===== src/rtl/md_pkg.sv =====
// Shared definitions for the EX-stage multiply/divide unit.
package md_pkg;

  localparam int unsigned XLEN      = 32;
  localparam int unsigned OP_W      = 3;
  localparam int unsigned DIV_STEPS = 32;

  // MDOp encodings; 3'b111 is an unused slot that behaves like MD_NONE
  localparam logic [OP_W-1:0] MD_NONE  = 3'b000;
  localparam logic [OP_W-1:0] MD_MULT  = 3'b001;
  localparam logic [OP_W-1:0] MD_MULTU = 3'b010;
  localparam logic [OP_W-1:0] MD_DIV   = 3'b011;
  localparam logic [OP_W-1:0] MD_DIVU  = 3'b100;
  localparam logic [OP_W-1:0] MD_MTHI  = 3'b101;
  localparam logic [OP_W-1:0] MD_MTLO  = 3'b110;

  typedef enum logic [1:0] {
    ST_IDLE,
    ST_MUL,
    ST_DIV,
    ST_FIX
  } md_state_e;

  // Two's-complement negate when neg is set
  function automatic logic [XLEN-1:0] neg_if(input logic neg, input logic [XLEN-1:0] x);
    return neg ? XLEN'(-x) : x;
  endfunction

endpackage


===== src/rtl/md_if.sv =====
// Issue/result bundle between the ID/EX pipeline and the multiply/divide unit.
interface md_if;
  import md_pkg::*;

  logic            start;
  logic [OP_W-1:0] MDOp;
  logic [XLEN-1:0] A;
  logic [XLEN-1:0] B;
  logic            flush;
  logic [XLEN-1:0] HI;
  logic [XLEN-1:0] LO;
  logic            busy;

  modport master (output start, MDOp, A, B, flush, input HI, LO, busy);
  modport slave  (input start, MDOp, A, B, flush, output HI, LO, busy);
endinterface


===== src/rtl/md_div_iter.sv =====
// Restoring divider datapath: one quotient bit per enabled cycle on unsigned magnitudes.
module md_div_iter
  import md_pkg::*;
(
  input  logic            clk,
  input  logic            rst,
  input  logic            load,
  input  logic            step,
  input  logic [XLEN-1:0] dividend,
  input  logic [XLEN-1:0] divisor,
  output logic [XLEN-1:0] quo,
  output logic [XLEN-1:0] rem,
  output logic            done_c
);

  localparam int unsigned ITER_W = $clog2(DIV_STEPS);

  logic [ITER_W-1:0] iter_q;
  logic [XLEN-1:0]   dvs_q;
  logic [XLEN:0]     shifted_c;
  logic [XLEN:0]     diff_c;

  // Shift the next dividend bit into the partial remainder and trial-subtract
  always_comb begin
    shifted_c = {rem, quo[XLEN-1]};
    diff_c    = shifted_c - {1'b0, dvs_q};
  end

  assign done_c = step && (iter_q == ITER_W'(DIV_STEPS - 1));

  // Quotient bits shift into the dividend register as dividend bits shift out
  always_ff @(posedge clk) begin
    if (rst) begin
      quo    <= '0;
      rem    <= '0;
      dvs_q  <= '0;
      iter_q <= '0;
    end else if (load) begin
      quo    <= dividend;
      rem    <= '0;
      dvs_q  <= divisor;
      iter_q <= '0;
    end else if (step) begin
      iter_q <= iter_q + ITER_W'(1);
      if (!diff_c[XLEN]) begin
        rem <= diff_c[XLEN-1:0];
        quo <= {quo[XLEN-2:0], 1'b1};
      end else begin
        rem <= shifted_c[XLEN-1:0];
        quo <= {quo[XLEN-2:0], 1'b0};
      end
    end
  end

endmodule


===== src/rtl/md_unit.sv =====
// Multi-cycle multiply/divide unit holding the architectural HI/LO registers.
module md_unit
  import md_pkg::*;
#(
  parameter int unsigned MUL_LAT = 4
) (
  input logic clk,
  input logic rst,
  md_if.slave md
);

  localparam int unsigned CNT_W = (MUL_LAT > 1) ? $clog2(MUL_LAT) : 1;

  md_state_e         state_q, state_d;
  logic [CNT_W-1:0]  cnt_q;
  logic [2*XLEN-1:0] prod_q;
  logic              neg_quo_q, neg_rem_q;

  logic              accept_c, signed_c;
  logic [2*XLEN-1:0] prod_c;
  logic [XLEN-1:0]   mag_a_c, mag_b_c;
  logic              mul_load_c, mul_wr_c, cnt_dec_c;
  logic              div_load_c, div_step_c, fix_wr_c;
  logic              mthi_wr_c, mtlo_wr_c;
  logic [XLEN-1:0]   quo, rem;
  logic              div_done_c;

  // Operand conditioning: one sign-extended multiplier serves mult and multu
  always_comb begin
    accept_c = md.start && !md.busy && !md.flush;
    signed_c = (md.MDOp == MD_MULT) || (md.MDOp == MD_DIV);
    prod_c   = {{XLEN{signed_c & md.A[XLEN-1]}}, md.A} * {{XLEN{signed_c & md.B[XLEN-1]}}, md.B};
    mag_a_c  = neg_if(signed_c & md.A[XLEN-1], md.A);
    mag_b_c  = neg_if(signed_c & md.B[XLEN-1], md.B);
  end

  // State register
  always_ff @(posedge clk) begin
    if (rst) state_q <= ST_IDLE;
    else     state_q <= state_d;
  end

  // Next-state and datapath strobes; flush cancels everything in flight
  always_comb begin
    state_d    = state_q;
    mul_load_c = 1'b0;
    mul_wr_c   = 1'b0;
    cnt_dec_c  = 1'b0;
    div_load_c = 1'b0;
    div_step_c = 1'b0;
    fix_wr_c   = 1'b0;
    mthi_wr_c  = 1'b0;
    mtlo_wr_c  = 1'b0;
    case (state_q)
      ST_IDLE: begin
        if (accept_c) begin
          case (md.MDOp)
            MD_MULT, MD_MULTU: begin
              state_d    = ST_MUL;
              mul_load_c = 1'b1;
            end
            MD_DIV, MD_DIVU: begin
              state_d    = ST_DIV;
              div_load_c = 1'b1;
            end
            MD_MTHI: mthi_wr_c = 1'b1;
            MD_MTLO: mtlo_wr_c = 1'b1;
            MD_NONE: ;
            default: ;
          endcase
        end
      end
      ST_MUL: begin
        if (cnt_q == '0) begin
          mul_wr_c = 1'b1;
          state_d  = ST_IDLE;
        end else begin
          cnt_dec_c = 1'b1;
        end
      end
      ST_DIV: begin
        div_step_c = 1'b1;
        if (div_done_c) state_d = ST_FIX;
      end
      ST_FIX: begin
        fix_wr_c = 1'b1;
        state_d  = ST_IDLE;
      end
      default: state_d = ST_IDLE;
    endcase
    if (md.flush) begin
      state_d  = ST_IDLE;
      mul_wr_c = 1'b0;
      fix_wr_c = 1'b0;
    end
  end

  // Multiply latch/counter, divide signs, busy flag and HI/LO
  always_ff @(posedge clk) begin
    if (rst) begin
      cnt_q     <= '0;
      prod_q    <= '0;
      neg_quo_q <= 1'b0;
      neg_rem_q <= 1'b0;
      md.busy   <= 1'b0;
      md.HI     <= '0;
      md.LO     <= '0;
    end else begin
      md.busy <= (state_d != ST_IDLE);
      if (mul_load_c) begin
        prod_q <= prod_c;
        cnt_q  <= CNT_W'(MUL_LAT - 1);
      end else if (cnt_dec_c) begin
        cnt_q <= cnt_q - CNT_W'(1);
      end
      if (div_load_c) begin
        neg_quo_q <= signed_c & (md.A[XLEN-1] ^ md.B[XLEN-1]);
        neg_rem_q <= signed_c & md.A[XLEN-1];
      end
      if (mthi_wr_c) md.HI <= md.A;
      if (mtlo_wr_c) md.LO <= md.A;
      if (mul_wr_c) begin
        md.HI <= prod_q[2*XLEN-1:XLEN];
        md.LO <= prod_q[XLEN-1:0];
      end
      if (fix_wr_c) begin
        md.HI <= neg_if(neg_rem_q, rem);
        md.LO <= neg_if(neg_quo_q, quo);
      end
    end
  end

  md_div_iter u_div (
    .clk     (clk),
    .rst     (rst),
    .load    (div_load_c),
    .step    (div_step_c),
    .dividend(mag_a_c),
    .divisor (mag_b_c),
    .quo     (quo),
    .rem     (rem),
    .done_c  (div_done_c)
  );

endmodule


===== src/flat_wrapper.sv =====
// flat-port wrapper written by rule: the top's interface ports become plain ports
module md_unit_flat import md_pkg::*;
#(
  parameter int unsigned MUL_LAT = 4
)
  (clk, rst, md_start, md_MDOp, md_A, md_B, md_flush, md_HI, md_LO, md_busy);
  md_if md_i ();
  input logic clk;
  input logic rst;
  input wire logic [$bits(md_i.start)-1:0] md_start;
  input wire logic [$bits(md_i.MDOp)-1:0] md_MDOp;
  input wire logic [$bits(md_i.A)-1:0] md_A;
  input wire logic [$bits(md_i.B)-1:0] md_B;
  input wire logic [$bits(md_i.flush)-1:0] md_flush;
  output wire logic [$bits(md_i.HI)-1:0] md_HI;
  output wire logic [$bits(md_i.LO)-1:0] md_LO;
  output wire logic [$bits(md_i.busy)-1:0] md_busy;
  assign md_i.start = md_start;
  assign md_i.MDOp = md_MDOp;
  assign md_i.A = md_A;
  assign md_i.B = md_B;
  assign md_i.flush = md_flush;
  assign md_HI = md_i.HI;
  assign md_LO = md_i.LO;
  assign md_busy = md_i.busy;
  md_unit #(.MUL_LAT(MUL_LAT)) u_core (.clk(clk), .rst(rst), .md(md_i));
endmodule

===== config.mk =====
export PLATFORM = sky130hd
export DESIGN_NAME = md_unit_flat
export DESIGN_NICKNAME = d
export VERILOG_FILES = /design/src/rtl/md_pkg.sv /design/src/rtl/md_if.sv /design/src/rtl/md_div_iter.sv /design/src/rtl/md_unit.sv /design/src/flat_wrapper.sv
export SDC_FILE = /design/constraint.sdc
export NUM_CORES = 2
export LEC_CHECK = 0
export ABC_AREA = 1
export CORE_MARGIN = 8
export CORE_UTILIZATION = 36
export CTS_BUF_LIST = sky130_fd_sc_hd__clkbuf_2
export DETAILED_ROUTE_END_ITERATION = 16
export GPL_TIMING_DRIVEN = 0
export HOLD_SLACK_MARGIN = 0.02
export PLACE_DENSITY = 0.47
export SETUP_SLACK_MARGIN = 0.2
export SLEW_MARGIN = 10
export SYNTH_ARGS = -nofsm -noshare
export SYNTH_HDL_FRONTEND = slang
export SYNTH_SLANG_ARGS = --single-unit

===== constraint.sdc =====
create_clock -name clk -period 15.29 [get_ports clk]
set_input_delay 3.058 -clock clk [delete_from_list [all_inputs] [get_ports clk]]
set_output_delay 3.058 -clock clk [all_outputs]
set_load 0.02 [all_outputs]

# Yosys cells after proc, flatten, opt, wreduce, memory -nomap -nowiden

Cells that the tools add are included.

Flip-flop bits (word level): 236
Bits in latches: 0
Memory bits (writable): 0
Memory bits (read-only): 0
Input bits: 71
Output and inout port bits: 65
Word-level logic and storage cells: 92
Memories kept: 0

Add/sub/neg operators: 7
$mul: 1
Div/mod/pow operators: 0
$lt $le $gt $ge: 0
Equal/unequal tests: 10
Shift-type cells: 0
Muxes and demuxes: 42
Bitwise logic cells: 4
Reduce and logical (&&, ||, !) cells: 16

Operator list:

| operator              | count |
|---|---|
| $mux W32              | 13 |
| $neg A32 Y32          | 4 |
| $mul A33 B33 Y64      | 1 |
| $sub A33 B32 Y33      | 1 |
| $mux W1               | 21 |
| $mux W2               | 6 |
| $eq A3 B3 Y1 const B  | 3 |
| $pmux W2 S4           | 1 |
| $eq A3 B2 Y1 const B  | 2 |
| $reduce_bool A2 Y1    | 3 |
| $reduce_bool A3 Y1    | 2 |
| $reduce_or A2 Y1      | 3 |
| $add A5 B1 Y5 const B | 1 |
| $eq A5 B5 Y1 const B  | 1 |
| $eq A2 B2 Y1 const B  | 2 |
| $logic_not A2 Y1      | 2 |
| $pmux W2 S2           | 1 |
| $and A1 B1 Y1         | 3 |
| $eq A3 B1 Y1 const B  | 1 |
| $logic_and A1 B1 Y1   | 3 |
| $eq A2 B1 Y1 const B  | 1 |
| $logic_not A1 Y1      | 2 |
| $sub A2 B1 Y2 const B | 1 |
| $logic_or A1 B1 Y1    | 1 |
| $xor A1 B1 Y1         | 1 |

# Longest topological paths before layout

Depth after elaboration: 8
Depth in mapped cells: 36
Depth with buffers taken out: 34

# Cells and area by module

Synthesis repeated with hierarchy kept, for this count alone.

Cell total of the unflattened synthesis: 7838
Area total of the unflattened synthesis: 56369.1 sq um

By module, submodules not included:

| module      | instances | cells an instance | area an instance (sq um) | sequential area each (sq um) |
|---|---|---|---|---|
| md_unit     | 1         | 6638              | 49327.3                  | 2702.6 |
| md_div_iter | 1         | 1200              | 7041.8                   | 2021.9 |

# Worst setup path before layout

No wires, ideal clock.

Path kind: input to register
From: in md_MDOp[0]
To: reg u_core.prod_q[62]
Library setup time: 109 ps
Data arrival time: 10289 ps
Required time: 15181 ps
Slack: 4892 ps
Cell stages on the path: 30
Buffers on the path: 2
Cell sequence: inv_2 nor2_4 inv_2 clkbuf_1 buf_1 nor2_1 fa_1 fa_1 fa_1 inv_1 fa_1 inv_1 fa_1 fa_1 inv_1 fa_1 fa_1 inv_1 ha_1 nand2_1 nor2_1 inv_1 nor3_1 nand2_1 nor3_1 nand2_1 nand3_1 nand3_1 nand2_1 inv_1

Word-level cells in the longest chain between the ends: 5
Elaborated cells between the ends (all ways): 11
Classes of those cells: 1 x mul; 3 x eq/ne; 3 x mux; 2 x bitwise; 2 x reduce/logical

Ends and longest elaborated chain:

| what                                                     | line               | text |
|---|---|---|
| from (decl)                                              | flat_wrapper.sv:11 | `input wire logic [$bits(md_i.MDOp)-1:0] md_MDOp;` |
| branches (longest 5 deep; another with $mul A33 B33 Y64) | -                  |  |
| to (signal assigned)                                     | md_unit.sv:111     | `prod_q <= prod_c;` |
| to (decl)                                                | md_unit.sv:16      | `logic [2*XLEN-1:0] prod_q;` |

Parallel ways; which one is timed is not known.
A chain may end at the register's enable or synchronous reset.

# Final worst setup path

Ends and elaborated chain as after synthesis.

==> metrics.md <==
| Metric | Value |
|---|---|
| Status | finished clean |
| Yosys warns | 0 |
| Hold_sp | u_core.prod_q[7]$_SDFFE_PP0P_ |
| Fin crit share | 83.11% |
| Startpoint types | input pin |
| PostCTS Resize Cnt | 0 |
| Area Overhead vs Synth | 7.283% |
| CTS root buffer | clkbuf_2 |
| Max-Cap Viols | 0 |
| Hold Crit Class | flip-flop to flip-flop |
| Final setup fails | 0 |
| Hold Crit Depth | 2 |
| R2r startpoint | u_core.state_q[0]$_SDFF_PP0_ |
| CP max stage delay | 1.24 ns |
| Total negative setup slack | 0 ns |
| Total gr overflow | 0 |
| CP max stage cell | fa_1 |
| First-pass GRT wire length | 384.2 mm |
| Synth cell types | 49 |
| Final nets | 9,421 |
| Die width | 411.6 um |
| CTS tree | yes |
| Starting Density | 36.16% |
| Final Hold Vio Count | 0 |
| Clock latency on the worst-skew pair | 1.07 ns |
| Crit path DAT | 13.64 ns |
| Core Area | 155,800 um^2 |
| Number of synthesized flops with an enable pin | 0 |
| Total Routing Usage GR | 31.57% |
| Hold WS | 0.4712 ns |
| DR WL/cell | 26.69 um |
| Critical Path RT | 16.22 ns |
| Clk_skew | 0.09342 ns |
| DRT antenna net count | 0 |
| Vias in the first global route | 53,270 |
| Antenna violations before repair | 29 |
| Port Buf Inserts | 77 |
| #FFs+latches synth | 236 |
| Most common cell after layout, fill and taps aside | nand2_1 |
| Drt total wl | 269.4 mm |
| Via/cell ratio | 5.169 |
| CTS clk-pin slew, worst paths | 0.09 ns |
| Slew Viols, Final | 0 |
| Largest net degree at the start of global routing | 26 |
| Die Area | 169,400 um^2 |
| Commonest non-fill, non-tap cells in the layout | nand2_1 (2,161), inv_1 (1,989), fa_1 (1,125) |
| Vias | 52,170 |
| Ys flop type | dfxtp_1 |
| Least-Margin Pin Slew | 1.467 ns |
| Normalized max-slew margin | 2.221% |
| Crit path launch | md_MDOp[0] |
| DRC | 0 |
| Total setup buffers inserted after CTS | 0 |
| Worst r2r path cells | 10 |
| Placed wire-length estimate | 227.6 mm |
| First DRT Iteration DRCs | 5,395 |
| # hold bufs at CTS | 0 |
| TritonCTS buffer count | 70 |
| Max Root-Sink Buffers | 3 |
| Post-Syn Instances | 7,822 |
| Most used cell, CP | fa_1 |
| Syn Nets | 9,271 |
| Unrepaired setup endpoints after global routing | no |
| Share of flip-flops with an asynchronous set or reset | 0% |
| Crit path max fanout | 11 |
| Die Y | 411.6 um |
| Row cnt | 145 |
| Mapped Area | 56,350 um^2 |
| Fmax | 78.69 MHz |
| Crit path time final | 12.71 ns |
| Sequential fraction of the synthesis area | 8.384% |
| H-tree depth | 3 |
| DR pass1 iterations | 6 |
| Num Clock Sinks | 236 |
| Endpoint class of the critical path | flip-flop |
| Final RePlAce weighted congestion | 1.003 |
| # IOs | 136 |
| Share of cells above drive strength 1 | 3.455% |
| Critical path class | input pin to flip-flop |
| Syn avg cell area | 7.204 um^2 |
flip-flops by register name (all words and copies together), names as in the netlist:
signal and count:
u_core.u_div.quo 32, u_core.u_div.rem 32, u_core.u_div.iter_q 5, u_core.md.busy 1
u_core.md.HI 32, u_core.state_q 2, u_core.neg_rem_q 1, u_core.neg_quo_q 1
u_core.u_div.dvs_q 32, u_core.cnt_q 2, u_core.md.LO 32, u_core.prod_q 64
cells in the mapped netlist, types with 3 or more instances:
cell      instances  share of area (%)
nand3b_1         14               0.19
nor4_1            3              0.033
ha_1            252                5.6
nand4_1          48               0.53
inv_1          1989                 13
xnor2_1          22               0.34
nand3_1         272                2.4
nor2_2            5              0.056
nor3_1           35               0.31
nand2_2          14               0.16
buf_1            88               0.59
o22ai_1           9               0.10
buf_2            39               0.35
a21oi_2           4              0.062
o211ai_1         12               0.16
and2_1            5              0.056
nand3_2           3              0.053
nand2_4           7               0.14
o21ai_0         295                2.6
dfxtp_1         236                8.4
inv_2            20               0.13
o221ai_1          3              0.047
o21ai_1          10              0.089
fa_1           1126                 40
buf_6             6               0.12
a31oi_1          35               0.39
nor2_4            8               0.16
a21oi_1         310                2.8
nand2_1        2161                 14
xor2_1           89                1.4
o21bai_1         29               0.39
a21boi_0          3              0.040
clkbuf_1        248                1.7
a21o_1            5              0.067
or2_2             7              0.078
nor2_1          392                2.6
path summary, 6_finish.rpt:
path / end / slack (ns)
max: u_core.prod_q[62]$_SDFFE_PP0P_ / 2.58
min: u_core.prod_q[7]$_SDFFE_PP0P_ / 0.47
max reg2reg: u_core.prod_q[38]$_SDFFE_PP0P_ / 12.18
min reg2reg: u_core.prod_q[7]$_SDFFE_PP0P_ / 0.47
cells by family (layout without fill, tap and decap cells):
logic type      Yosys count  in the layout  share of synthesized area, %
simple gates           2980           2980                         21.31
fa+ha+maj              1378           1378                         45.60
xor+xnor                111            111                         1.725
other cells               0             17                             0
compound gates          724            724                         6.868
flops                   236            236                         8.384
buf+inv                2393           2589                         16.12
layout make-up:
class	count	area, um^2
antenna	17	42.54
buffer	384	1594
clock buffer	98	490.5
clock inverter	20	140.1
fill	17010	95390
inverter	2009	7541
multi-input combinational	5193	42550
sequential	236	4725
tap	2058	2575
timing repair buffer	78	798.3
worst max-delay path: cells and delay by family:
family | cells | cell delay [ns]
adders and majority gates | 9 | 5.51
buffers and inverters | 11 | 2.54
and+or+nand+nor | 11 | 2.49
per-layer routing:
layer	wire (um)	global-route usage (%)	vias up
met5	27	0	-
met4	13320	12.50	6
met3	24040	7.223	440
met2	118900	49.78	2233
met1	113100	42.06	26430
li1	-	-	23070
stage by stage:
| stage | utilization (%) | instances | setup slack [ns] | cell area, um^2 |
|---|---|---|---|---|
| finish | 38.79 | 10090 | 2.582 | 60450 |
| global route | 38.78 | 10080 | 2.161 | 60430 |
| floorplan | - | 7822 | 4.892 | 56350 |
| global placement | 38.31 | 9957 | 1.291 | 59700 |
| detailed placement | 38.35 | 9958 | 1.459 | 59770 |
| CTS | 38.76 | 10080 | 2.594 | 60400 |
Power is not shown: default switching activity piles up to over one toggle a cycle in this logic, so the estimate is an artifact.
